<file path="src/rtl/m_time_keeper_pkg.sv">
// Shared types and limits for the time-of-day core: mode encodings, BCD digit pairs
// and the increment-with-wrap helper used for every hour/minute/second pair.
package m_time_keeper_pkg;

  typedef enum logic [1:0] {
    MODE_RUN      = 2'd0,
    MODE_SET_HOUR = 2'd1,
    MODE_SET_MIN  = 2'd2
  } mode_e;

  typedef struct packed {
    logic [3:0] tens;
    logic [3:0] ones;
  } bcd_pair_t;

  localparam bcd_pair_t SEC_MAX  = '{tens: 4'd5, ones: 4'd9};
  localparam bcd_pair_t MIN_MAX  = '{tens: 4'd5, ones: 4'd9};
  localparam bcd_pair_t HOUR_MAX = '{tens: 4'd2, ones: 4'd3};

  // Increment a BCD pair; ones roll 9->0 into tens, and the pair wraps to 00 at lim.
  function automatic bcd_pair_t bcd_inc(input bcd_pair_t v, input bcd_pair_t lim);
    bcd_pair_t r;
    r = v;
    if (v == lim) begin
      r = '0;
    end else if (v.ones == 4'd9) begin
      r.tens = v.tens + 4'd1;
      r.ones = '0;
    end else begin
      r.ones = v.ones + 4'd1;
    end
    return r;
  endfunction

endpackage

</file>
<file path="src/rtl/m_press_detect.sv">
// Two-flop synchronizer plus rising-edge detect for one debounced switch level.
// All flops reset high so a switch held through reset never yields a press.
module m_press_detect (
  input  logic clk,
  input  logic res,
  input  logic lvl_in,
  output logic press_out
);

  logic sync1;
  logic sync2;
  logic prev;

  always_ff @(posedge clk or negedge res) begin
    if (!res) begin
      sync1 <= 1'b1;
      sync2 <= 1'b1;
      prev  <= 1'b1;
    end else begin
      sync1 <= lvl_in;
      sync2 <= sync1;
      prev  <= sync2;
    end
  end

  assign press_out = sync2 & ~prev;

endmodule

</file>
<file path="src/rtl/m_time_keeper.sv">
// Time-of-day core: 24 h BCD clock with a RUN/SET_HOUR/SET_MIN mode FSM driven by
// mode/increment switch presses, plus a free-running one-second prescaler.
module m_time_keeper
  import m_time_keeper_pkg::*;
#(
  parameter int unsigned TICK_DIV = 50_000_000
) (
  input  logic       clk,
  input  logic       res,
  input  logic       sw_mode,
  input  logic       sw_inc,
  output logic [3:0] h10,
  output logic [3:0] h1,
  output logic [3:0] m10,
  output logic [3:0] m1,
  output logic [3:0] s10,
  output logic [3:0] s1,
  output logic [1:0] mode,
  output logic       sec_pulse
);

  localparam int unsigned PW = $clog2(TICK_DIV);
  localparam logic [PW-1:0] PS_LAST = PW'(TICK_DIV - 1);

  logic [PW-1:0] prescale;
  logic          tick;
  logic          mode_press;
  logic          inc_press;
  mode_e         state;
  bcd_pair_t     hrs, mins, secs;
  bcd_pair_t     hrs_nx, mins_nx, secs_nx;
  logic          sec_wrap, min_wrap;
  logic          pulse;

  m_press_detect u_mode_press (
    .clk       (clk),
    .res       (res),
    .lvl_in    (sw_mode),
    .press_out (mode_press)
  );

  m_press_detect u_inc_press (
    .clk       (clk),
    .res       (res),
    .lvl_in    (sw_inc),
    .press_out (inc_press)
  );

  assign tick     = (prescale == PS_LAST);
  assign secs_nx  = bcd_inc(secs, SEC_MAX);
  assign mins_nx  = bcd_inc(mins, MIN_MAX);
  assign hrs_nx   = bcd_inc(hrs, HOUR_MAX);
  assign sec_wrap = (secs == SEC_MAX);
  assign min_wrap = (mins == MIN_MAX);

  always_ff @(posedge clk or negedge res) begin
    if (!res) begin
      state    <= MODE_RUN;
      hrs      <= '0;
      mins     <= '0;
      secs     <= '0;
      prescale <= '0;
      pulse    <= 1'b0;
    end else begin
      prescale <= tick ? '0 : prescale + PW'(1);
      pulse    <= 1'b0;
      case (state)
        MODE_SET_HOUR: begin
          if (mode_press) begin
            state <= MODE_SET_MIN;
          end else if (inc_press) begin
            hrs <= hrs_nx;
          end
        end
        MODE_SET_MIN: begin
          // Restart the second so the first tick lands a full period after leaving.
          if (mode_press) begin
            state    <= MODE_RUN;
            secs     <= '0;
            prescale <= '0;
          end else if (inc_press) begin
            mins <= mins_nx;
          end
        end
        default: begin
          // RUN, and the unused encoding 3 which behaves as RUN.
          if (tick) begin
            secs  <= secs_nx;
            pulse <= 1'b1;
            if (sec_wrap) begin
              mins <= mins_nx;
              if (min_wrap) begin
                hrs <= hrs_nx;
              end
            end
          end
          if (mode_press) begin
            state <= MODE_SET_HOUR;
          end
        end
      endcase
    end
  end

  assign h10       = hrs.tens;
  assign h1        = hrs.ones;
  assign m10       = mins.tens;
  assign m1        = mins.ones;
  assign s10       = secs.tens;
  assign s1        = secs.ones;
  assign mode      = state;
  assign sec_pulse = pulse;

endmodule

</file>
<file path="config.mk">
export PLATFORM = sky130hd
export DESIGN_NAME = m_time_keeper
export DESIGN_NICKNAME = d
export VERILOG_FILES = /design/src/rtl/m_time_keeper_pkg.sv /design/src/rtl/m_press_detect.sv /design/src/rtl/m_time_keeper.sv
export SDC_FILE = /design/constraint.sdc
export NUM_CORES = 1
export LEC_CHECK = 0
export CAP_MARGIN = 20
export CELL_PAD_IN_SITES_DETAIL_PLACEMENT = 0
export CELL_PAD_IN_SITES_GLOBAL_PLACEMENT = 1
export CORE_MARGIN = 10
export CORE_UTILIZATION = 47
export CTS_CLUSTER_SIZE = 12
export DETAILED_ROUTE_END_ITERATION = 10
export MAX_ROUTING_LAYER = met4
export PLACE_DENSITY_LB_ADDON = 0.1
export SLEW_MARGIN = 0
export SYNTH_ARGS = -nofsm -noshare
export SYNTH_HDL_FRONTEND = slang
export SYNTH_HIERARCHICAL = 1
export SYNTH_SLANG_ARGS = --single-unit
</file>
<file path="constraint.sdc">
create_clock -name clk -period 4.2 [get_ports clk]
set_input_delay 0.63 -clock clk [delete_from_list [all_inputs] [get_ports clk]]
set_output_delay 0.63 -clock clk [all_outputs]
set_load 0.01 [all_outputs]
</file>
# Word level (Yosys, flattened, before mapping)
# Index checks and enable logic that the tools add are counted.
[word_totals]
reg_bits = 59
output_inout_bits = 27
wordCells = 85
[classes]
n_addsub = 7
n_eq_ne = 14
n_mux = 32
bitwise_logic = 6
reduce_logical = 11
[op_table]
columns = ["cell", "count"]
rows = [
  ["$mux 8", 14],
  ["$mux 26", 3],
  ["$pmux 8 s2", 3],
  ["$add 26x1->26 const B", 1],
  ["$eq 26x26->1 const B", 1],
  ["$add 4x1->4 const B", 6],
  ["$mux 4", 6],
  ["$eq 8x7->1 const B", 2],
  ["$eq 4x4->1 const B", 3],
  ["$ne 2x2->1 const B", 5],
  ["$reduce_bool 2->1", 5],
  ["$eq 8x6->1 const B", 1],
  ["$mux 2", 3],
  ["$reduce_and 6->1", 1],
  ["$reduce_and 5->1", 1],
  ["$not 1->1", 4],
  ["$pmux 2 s2", 1],
  ["$reduce_and 4->1", 1],
  ["$reduce_and 3->1", 1],
  ["$reduce_bool 3->1", 1],
  ["$and 1x1->1", 2],
  ["$eq 2x1->1 const B", 1],
  ["$eq 2x2->1 const B", 1],
  ["$mux 1", 2],
  ["$reduce_or 2->1", 1],
]

# Logic depth before layout (Yosys ltp)
# Gate-level depths: netlist of the first run.
[depth]
word_depth = 7
ltp_mapped = 9

# Cells and area by module
# Netlist of the first run, hierarchy kept.
[modules_own_cells]
columns = ["mod", "instances", "cells_per_inst", "area_each_um2", "seq_area_each_um2"]
rows = [
  ["m_time_keeper", 1, 298, 2900.3, 1326.3],
  ["m_press_detect", 2, 4, 92.6, 78.8],
]

# Least setup slack after synthesis of the first run
# OpenSTA, ideal clock, no wires.
[synth_timing]
kind = "reg-to-reg"
from = "register prescale[16]"
to = "register secs (netlist bit s10[3])"
setup_time_ns = 0.095
arrival_ns = 2.057
path_slack_ns = 2.047
stages_incl_launch_ff = 6
path_buffers = 0
period_less_slack_ns = 2.153
path_cell_list = "dfrtp_1 > or4b_4 > nor4_4 > nand3_2 > or4_4 > o31ai_1"
[synth_between]
elab_chain_cells = 3
[synth_lines]
columns = ["element", "line", "text"]
rows = [
  ["from (decl)", "m_time_keeper.sv:25", "logic [PW-1:0] prescale;"],
  ["from (signal assigned)", "m_time_keeper.sv:65", "prescale <= tick ? '0 : prescale + PW'(1);"],
  ["$eq 26x26->1", "m_time_keeper.sv:49", "assign tick = (prescale == PS_LAST);"],
  ["$reduce_bool 2->1 (no line)", "n/a", ""],
  ["$reduce_and 4->1 (no line)", "n/a", ""],
  ["to (signal assigned)", "m_time_keeper.sv:88", "secs <= secs_nx;"],
  ["to (decl)", "m_time_keeper.sv:30", "bcd_pair_t hrs, mins, secs;"],
]
# No other way between the ends.
# A chain may end at the register's enable or synchronous reset.

# Worst setup path in the final report of the first run
[layout_timing]
from = "register state[0], in the netlist mode[0]"
to = "register hrs (netlist bit h10[1])"
[layout_between]
elab_chain_cells = 3
elab_cells_between_ends = 10
classes_between = "eq/ne: 4; mux: 1; bitwise: 1; reduce/logical: 4"
[layout_lines]
columns = ["element", "line", "text"]
rows = [
  ["from (decl)", "m_time_keeper.sv:29", "mode_e state;"],
  ["from (signal assigned)", "m_time_keeper.sv:58", "state <= MODE_RUN;"],
  ["from (signal assigned)", "m_time_keeper.sv:70", "state <= MODE_SET_MIN;"],
  ["from (signal assigned)", "m_time_keeper.sv:78", "state <= MODE_RUN;"],
  ["$eq 2x1->1 or $eq 2x2->1 (tied branches)", "m_time_keeper.sv:67", "case (state)"],
  ["$ne 2x2->1 (no line), or another cell as far along", "n/a", ""],
  ["$reduce_and 6->1 (no line)", "n/a", ""],
  ["to (signal assigned)", "m_time_keeper.sv:72", "hrs <= hrs_nx;"],
  ["to (signal assigned)", "m_time_keeper.sv:93", "hrs <= hrs_nx;"],
  ["to (decl)", "m_time_keeper.sv:30", ""],
]
# Parallel ways exist; a longest one is shown, timed or not.

==> run_results.csv, run 1 <==
group,metric,value,unit
synth,synthTopCellsByCount,"53 x dfrtp_1, 45 x nor2_1, 26 x nand2_1",
synth,synth_area_per_cell,10.1,um2
drt,ant_nets,0,
placement,dp.cells,406,
global_route,grt_pass1_wl,10700,um
timing,finalCriticalPeriod,2.54,ns
timing,setup_viol,0,
clocking,cts_tree,"built",
finish,multi_input_area,0.00152,mm2
floorplanning,coreArea,0.00635,mm2
synth,synth.most_common_cell,"dfrtp_1",
worst_setup_path,cp_max_fo,15,
drt,drtIter0Drc,74,
drt,wl_per_cell,14.4,um
floorplanning,fp-row-count,29,
finish,fillCellCount,569,
clocking,clk_latency,0.34,ns
drt,routed_wl,6060,um
worst_setup_path,cp_cell_sequence,"inv_1 -> ha_1 -> nor2_1 -> and3_1 -> a21oi_1 -> nand2b_1 -> mux2_2",
floorplanning,die-area,0.0102,mm2
drt,drc_errors,0,
clocking,clk_pin_slew,0.07,ns
drt,vias,2254,
worst_setup_path,worst_path_max_delay_cell,"a21oi_1",
finish,seq_area,0.00148,mm2
synth,synth_cells,306,
worst_setup_path,end_kind,"flip-flop",
power_and_ir_drop,power_frac_clock,35.1,%
synth,netlist_area,0.00309,mm2
synth,synth-seq-cells,59,
finish,drive_above_1_share,12.5,%
clocking,clk_path_buf_depth,2,
power_and_ir_drop,p_comb_share,23.2,%
clocking,cts_hold_buf,0,
global_route,grt_antenna_before_repair,0,
timing,rsz0062_at_grt,"false",
timing,fin_worst_skew,0.00719,ns
placement,gp_congestion,0.770,
finish,finish.utilization,58.2,%
clocking,cts_sinks,59,
clocking,clockRootBuffer,"clkbuf_8",
timing,slew_violations,0,
synth,synth_cell_types,49,
floorplanning,die_w,101,um
timing,hold_viol,0,
power_and_ir_drop,p_int,0.00127,W
clocking,cts.repair.resized,0,
synth,async_flop_share,100,%
worst_setup_path,path_class,"flip-flop to flip-flop",
finish,final_nets,360,
power_and_ir_drop,ir_drop,314,uV
worst_setup_path,cp.arrival,2.75,ns
power_and_ir_drop,leakage,1.65,nW
synth,ys_warn_count,6,
timing,max_freq,394,MHz
hold_path,min_path_type,"input pin to asynchronous set/reset pin",
worst_setup_path,worstPathRequired,4.42,ns
synth,synth_top_area_cell,"dfrtp_1",
finish,fin_cells,422,
synth,ys_seq_area_share,48.1,%
worst_setup_path,critPathTopFamily,"compound AO/OA/AOI/OAI gates",
floorplanning,io_pins,31,
timing,worst_pin_slew,0.773,ns
synth,yosys-top-cells-area,"dfrtp_1 43%, ha_1 6.5%, nor2_1 5.5%",
placement,hpwl,4240,um
worst_setup_path,path_buf_inv,1,
synth,synth_top_area_share,43.0,%
clocking,cts_setup_buffers,0,
drt,viasPerCell,5.34,
clocking,htree_levels,3,
power_and_ir_drop,netSwitchingPower,0.000535,W
global_route,grt_max_degree,34,
worst_setup_path,cp-start-kind,"flip-flop",
power_and_ir_drop,power_frac_seq,41.7,%
timing,period_share,60.4,%
power_and_ir_drop,p_total,0.00181,W
drt,dr.pass1.iters,6,
finish,syn2layout_area_growth,19.7,%
global_route,grt-ovfl-total,0,
power_and_ir_drop,power_switching_share,29.6,%
finish,n_antenna_cell,0,
status,outcome,"finished clean",
global_route,grt_pass1_vias,2239,
timing,setup_tns,0,ns
placement,port_buffers,30,
synth,synth_edf_count,0,
floorplanning,start_util,48.6,%
synth,synth_ff_type,"dfrtp_1",
run,maxCapViolations,0,
floorplanning,die_h,101,um
clocking,cts_buffers,9,
worst_setup_path,slowest_delay,0.59,ns
global_route,grt.total_usage,13.1,%
power_and_ir_drop,powerDensity,489,mW/mm2
synth,syn-num-nets,326,
timing,relSlewSlack,48.4,%
## worst register-to-register path, stage by stage (launching register included)
cell	delay [ns]
dfrtp_1	0.39
inv_1	0.08
ha_1	0.46
nor2_1	0.13
and3_1	0.18
a21oi_1	0.59
nand2b_1	0.24
mux2_2	0.35
## path summary, 6_finish.rpt
check,from,endpoint,slack [ns],cells past startpoint
setup / recovery,mode[0],h10[1],1.66,7
hold / removal,res,m1[1],0.32,1
setup reg to reg,mode[0],h10[1],1.66,7
hold reg to reg,u_inc_press/sync1,u_inc_press/sync2,0.36,0
max in group asynchronous,res,u_mode_press/sync2,3.00,2
min in group clk,u_inc_press/sync1,u_inc_press/sync2,0.36,0
## layout make-up
type / count / share of cell area [%]
timing repair buffer: 31 / 8.20
inverter: 12 / 1.22
tap: 77 / 2.61
sequential: 59 / 40.2
multi-input combinational: 227 / 41.3
clock inverter: 5 / 2.71
clock buffer: 11 / 3.83
## routing by layer
| metal | share of wire [%] | GRT usage [%] | wire (um) | up-vias |
|---|---|---|---|---|
| met2 | 47 | 19.7 | 2850 | 34 |
| met3 | 4.8 | 3.64 | 289 | 10 |
| li1 | - | - | - | 1144 |
| met4 | 1.5 | 5.79 | 89 | 0 |
| met1 | 47 | 16.2 | 2830 | 1066 |
| met5 | 0 | - | 0 | - |
## sequential cells by signal (all words and copies together), names as in the netlist
register,flops
u_mode_press/sync1,1
h1,4
u_inc_press/sync2,1
u_mode_press/sync2,1
mode,2
prescale,26
u_mode_press/prev,1
s1,4
m1,4
sec_pulse,1
s10,4
u_inc_press/sync1,1
u_inc_press/prev,1
m10,4
h10,4
## kinds of logic (layout without fill, tap and decap cells)
| family | after synthesis | count (layout) | synth area share, % |
|---|---|---|---|
| adders and majority gates | 16 | 16 | 6.49 |
| and+or+nand+nor | 144 | 144 | 26.1 |
| xor gates and xnor gates | 25 | 25 | 7.10 |
| buffers and inverters | 20 | 59 | 2.51 |
| AOI/OAI and AO/OA | 36 | 36 | 7.50 |
| muxes | 6 | 6 | 2.19 |
| DFF | 59 | 59 | 48.1 |
## through the flow
stage / worst slack, ns / hold WS (ns) / instance area (um2)
global placement: 1.74 / 0.346 / 3450
global route: 1.48 / 0.360 / 3690
finish: 1.66 / 0.316 / 3690
detailed placement: 1.66 / 0.348 / 3450
floorplan: 2.05 / 0.334 / 3090
CTS: 1.64 / 0.335 / 3690
## layout by cell type (no fill, tap or decap), drive strengths merged, types with 4 or more instances in the layout
cell	synthesis	layout
xnor2	9	9
ha	16	16
and3	9	9
o31ai	6	6
nor2b	5	5
nor3	5	5
a21oi	4	4
nor4	5	5
nand3	15	15
nor2	45	45
xor2	16	16
clkdlybuf4s50	0	29
and4	6	6
nand4	6	6
dfstp	6	6
o21ai	15	15
inv	12	12
dfrtp	53	53
mux2	6	6
nand2	26	26
clkbuf	6	11
## power groups by stage
stage | Clock (W) | Combinational (W) | Sequential, W
2_1_floorplan | 0 | 0.000242 | 0.000766
3_3_place_gp | 0 | 0.000424 | 0.000763
3_5_place_dp | 0 | 0.000425 | 0.000765
4_1_cts | 0.000648 | 0.000429 | 0.000756
5_1_grt | 0.000675 | 0.000478 | 0.000774
6_report | 0.000633 | 0.000419 | 0.000754
(Power assumes the default switching activity.)
==> run 2: changes to the inputs <==
CORE_UTILIZATION = 44   (was 47)
clock period = 2.34 ns   (was 4.2 ns; I/O delays follow)
==> run_results.csv, run 2 (synthesis gave the netlist of run 1 again) <==
group,metric,value,unit
status,outcome,"finished clean",
finish,finish.utilization,55.2,%
floorplanning,die_h,104,um
drt,routed_wl,6390,um
finish,multi_input_area,0.00152,mm2
placement,gp_congestion,0.827,
power_and_ir_drop,leakage,1.69,nW
finish,mostFrequentLayoutCells,"53 x dfrtp_1, 45 x nor2_1, 29 x clkdlybuf4s50_1, 26 x nand2_1",
placement,hpwl,4530,um
worst_setup_path,r2r-start,"prescale[10]",
floorplanning,io_pins,31,
timing,setup_viol,0,
run,maxCapViolations,0,
finish,fillCellCount,617,
finish,final_common_cell,"dfrtp_1",
floorplanning,die_w,104,um
clocking,clockRootBuffer,"clkbuf_8",
clocking,clk_latency,0.34,ns
placement,placed_cell_area,0.00357,mm2
drt,viasPerCell,5.02,
clocking,cts_sinks,59,
global_route,grt.total_usage,13.1,%
finish,seq_area,0.00148,mm2
drt,dr.pass1.iters,4,
power_and_ir_drop,power_switching_share,32.2,%
worst_setup_path,worstPathRequired,2.59,ns
power_and_ir_drop,power_frac_clock,28.9,%
global_route,grt_max_degree,35,
timing,slew_violations,0,
clocking,cts_setup_buffers,0,
floorplanning,die-area,0.0108,mm2
power_and_ir_drop,p_int,0.00203,W
floorplanning,start_util,45.4,%
timing,period_share,94.9,%
finish,drive_above_1_share,15.1,%
clocking,htree_levels,3,
drt,ant_nets,0,
drt,vias,2273,
finish,fin_cells,453,
placement,dp.cells,437,
finish,largest_reg_flops,26,
clocking,cts_hold_buf,0,
finish,stdcell_area,0.00375,mm2
timing,relSlewSlack,70.7,%
timing,setup_tns,0,ns
drt,wl_per_cell,14.1,um
floorplanning,coreArea,0.00679,mm2
worst_setup_path,crit_start,"prescale[10]",
worst_setup_path,cp_max_fo,4,
global_route,grt-ovfl-total,0,
clocking,cts_tree,"built",
drt,drc_errors,0,
worst_setup_path,rrSetupSlack,0.12,ns
clocking,cts.repair.resized,0,
power_and_ir_drop,power_frac_seq,45.4,%
worst_setup_path,cp.arrival,2.47,ns
timing,finalCriticalPeriod,2.22,ns
floorplanning,fp-row-count,30,
clocking,clk_pin_slew,0.07,ns
worst_setup_path,end_kind,"flip-flop",
power_and_ir_drop,powerDensity,799,mW/mm2
timing,worst_pin_slew,0.439,ns
timing,max_freq,450,MHz
finish,final_nets,372,
timing,fin_worst_skew,0.0141,ns
timing,rsz0062_at_grt,"false",
worst_setup_path,reg2regPathDepth,5,
placement,port_buffers,30,
hold_path,min_path_type,"input pin to asynchronous set/reset pin",
timing,hold_viol,0,
power_and_ir_drop,netSwitchingPower,0.000965,W
worst_setup_path,path_class,"flip-flop to flip-flop",
power_and_ir_drop,p_comb_share,25.7,%
finish,regMostFlops,"prescale",
power_and_ir_drop,p_total,0.00299,W
drt,drtIter0Drc,69,
global_route,grt_antenna_before_repair,0,
finish,n_antenna_cell,0,
finish,syn2layout_area_growth,21.5,%
worst_setup_path,cp-start-kind,"flip-flop",
clocking,cts_buffers,9,
clocking,clk_path_buf_depth,2,
power_and_ir_drop,ir_drop,563,uV
global_route,grt_pass1_wl,11400,um
global_route,grt_pass1_vias,2259,
[run 2: cell types whose count changed in the layout (fill, tap and decap cells not counted)]
cell and delta:
clkbuf_8 +2, clkbuf_1 +1, buf_4 +12, bufinv_16 -3
[run 2: per-stage QoR]
| stage | worst slack, ns | hold WS [ns] |
|---|---|---|
| after floorplan | 0.187 | 0.0554 |
| final | 0.120 | 0.00542 |
| after global routing | 0.00844 | 0.0317 |
| after detailed placement | 0.134 | 0.349 |
| after CTS | 0.124 | 0.0110 |
| after global placement | 0.175 | 0.346 |
[run 2: cell type report]
type	count	share of cell area, %
clock buffer	14	4.61
clock inverter	2	0.267
inverter	12	1.20
multi-input combinational	227	40.7
sequential	59	39.6
tap	96	3.20
timing repair buffer	43	10.5
[run 2: routing by layer]
metal / wire [um] / global-route usage (%) / vias up
li1: - / - / 1162
met2: 2910 / 19.3 / 33
met5: 0 / - / -
met4: 87 / 4.77 / 0
met3: 246 / 3.90 / 10
met1: 3140 / 16.6 / 1068
[run 2: final timing paths]
check | end
min | prescale[20]
max in group asynchronous | u_inc_press/sync1
max reg2reg | s10[3]
max | s10[3]
min in group clk | u_mode_press/sync2
min reg2reg | u_mode_press/sync2
[run 2: power groups by stage]
stage | Sequential [W] | Combinational (W) | Clock, W
2_1_floorplan | 0.00137 | 0.000434 | 0
5_1_grt | 0.00140 | 0.000901 | 0.000943
4_1_cts | 0.00136 | 0.000786 | 0.000885
3_3_place_gp | 0.00137 | 0.000777 | 0
3_5_place_dp | 0.00138 | 0.000780 | 0
6_report | 0.00136 | 0.000770 | 0.000865
[run 2: critical path, stage by stage, from the launching register on]
cell and delay (ns):
dfrtp_1 0.41, or4b_4 0.54, nor4_4 0.29, nand3_2 0.13
or4_4 0.54, o31ai_1 0.23
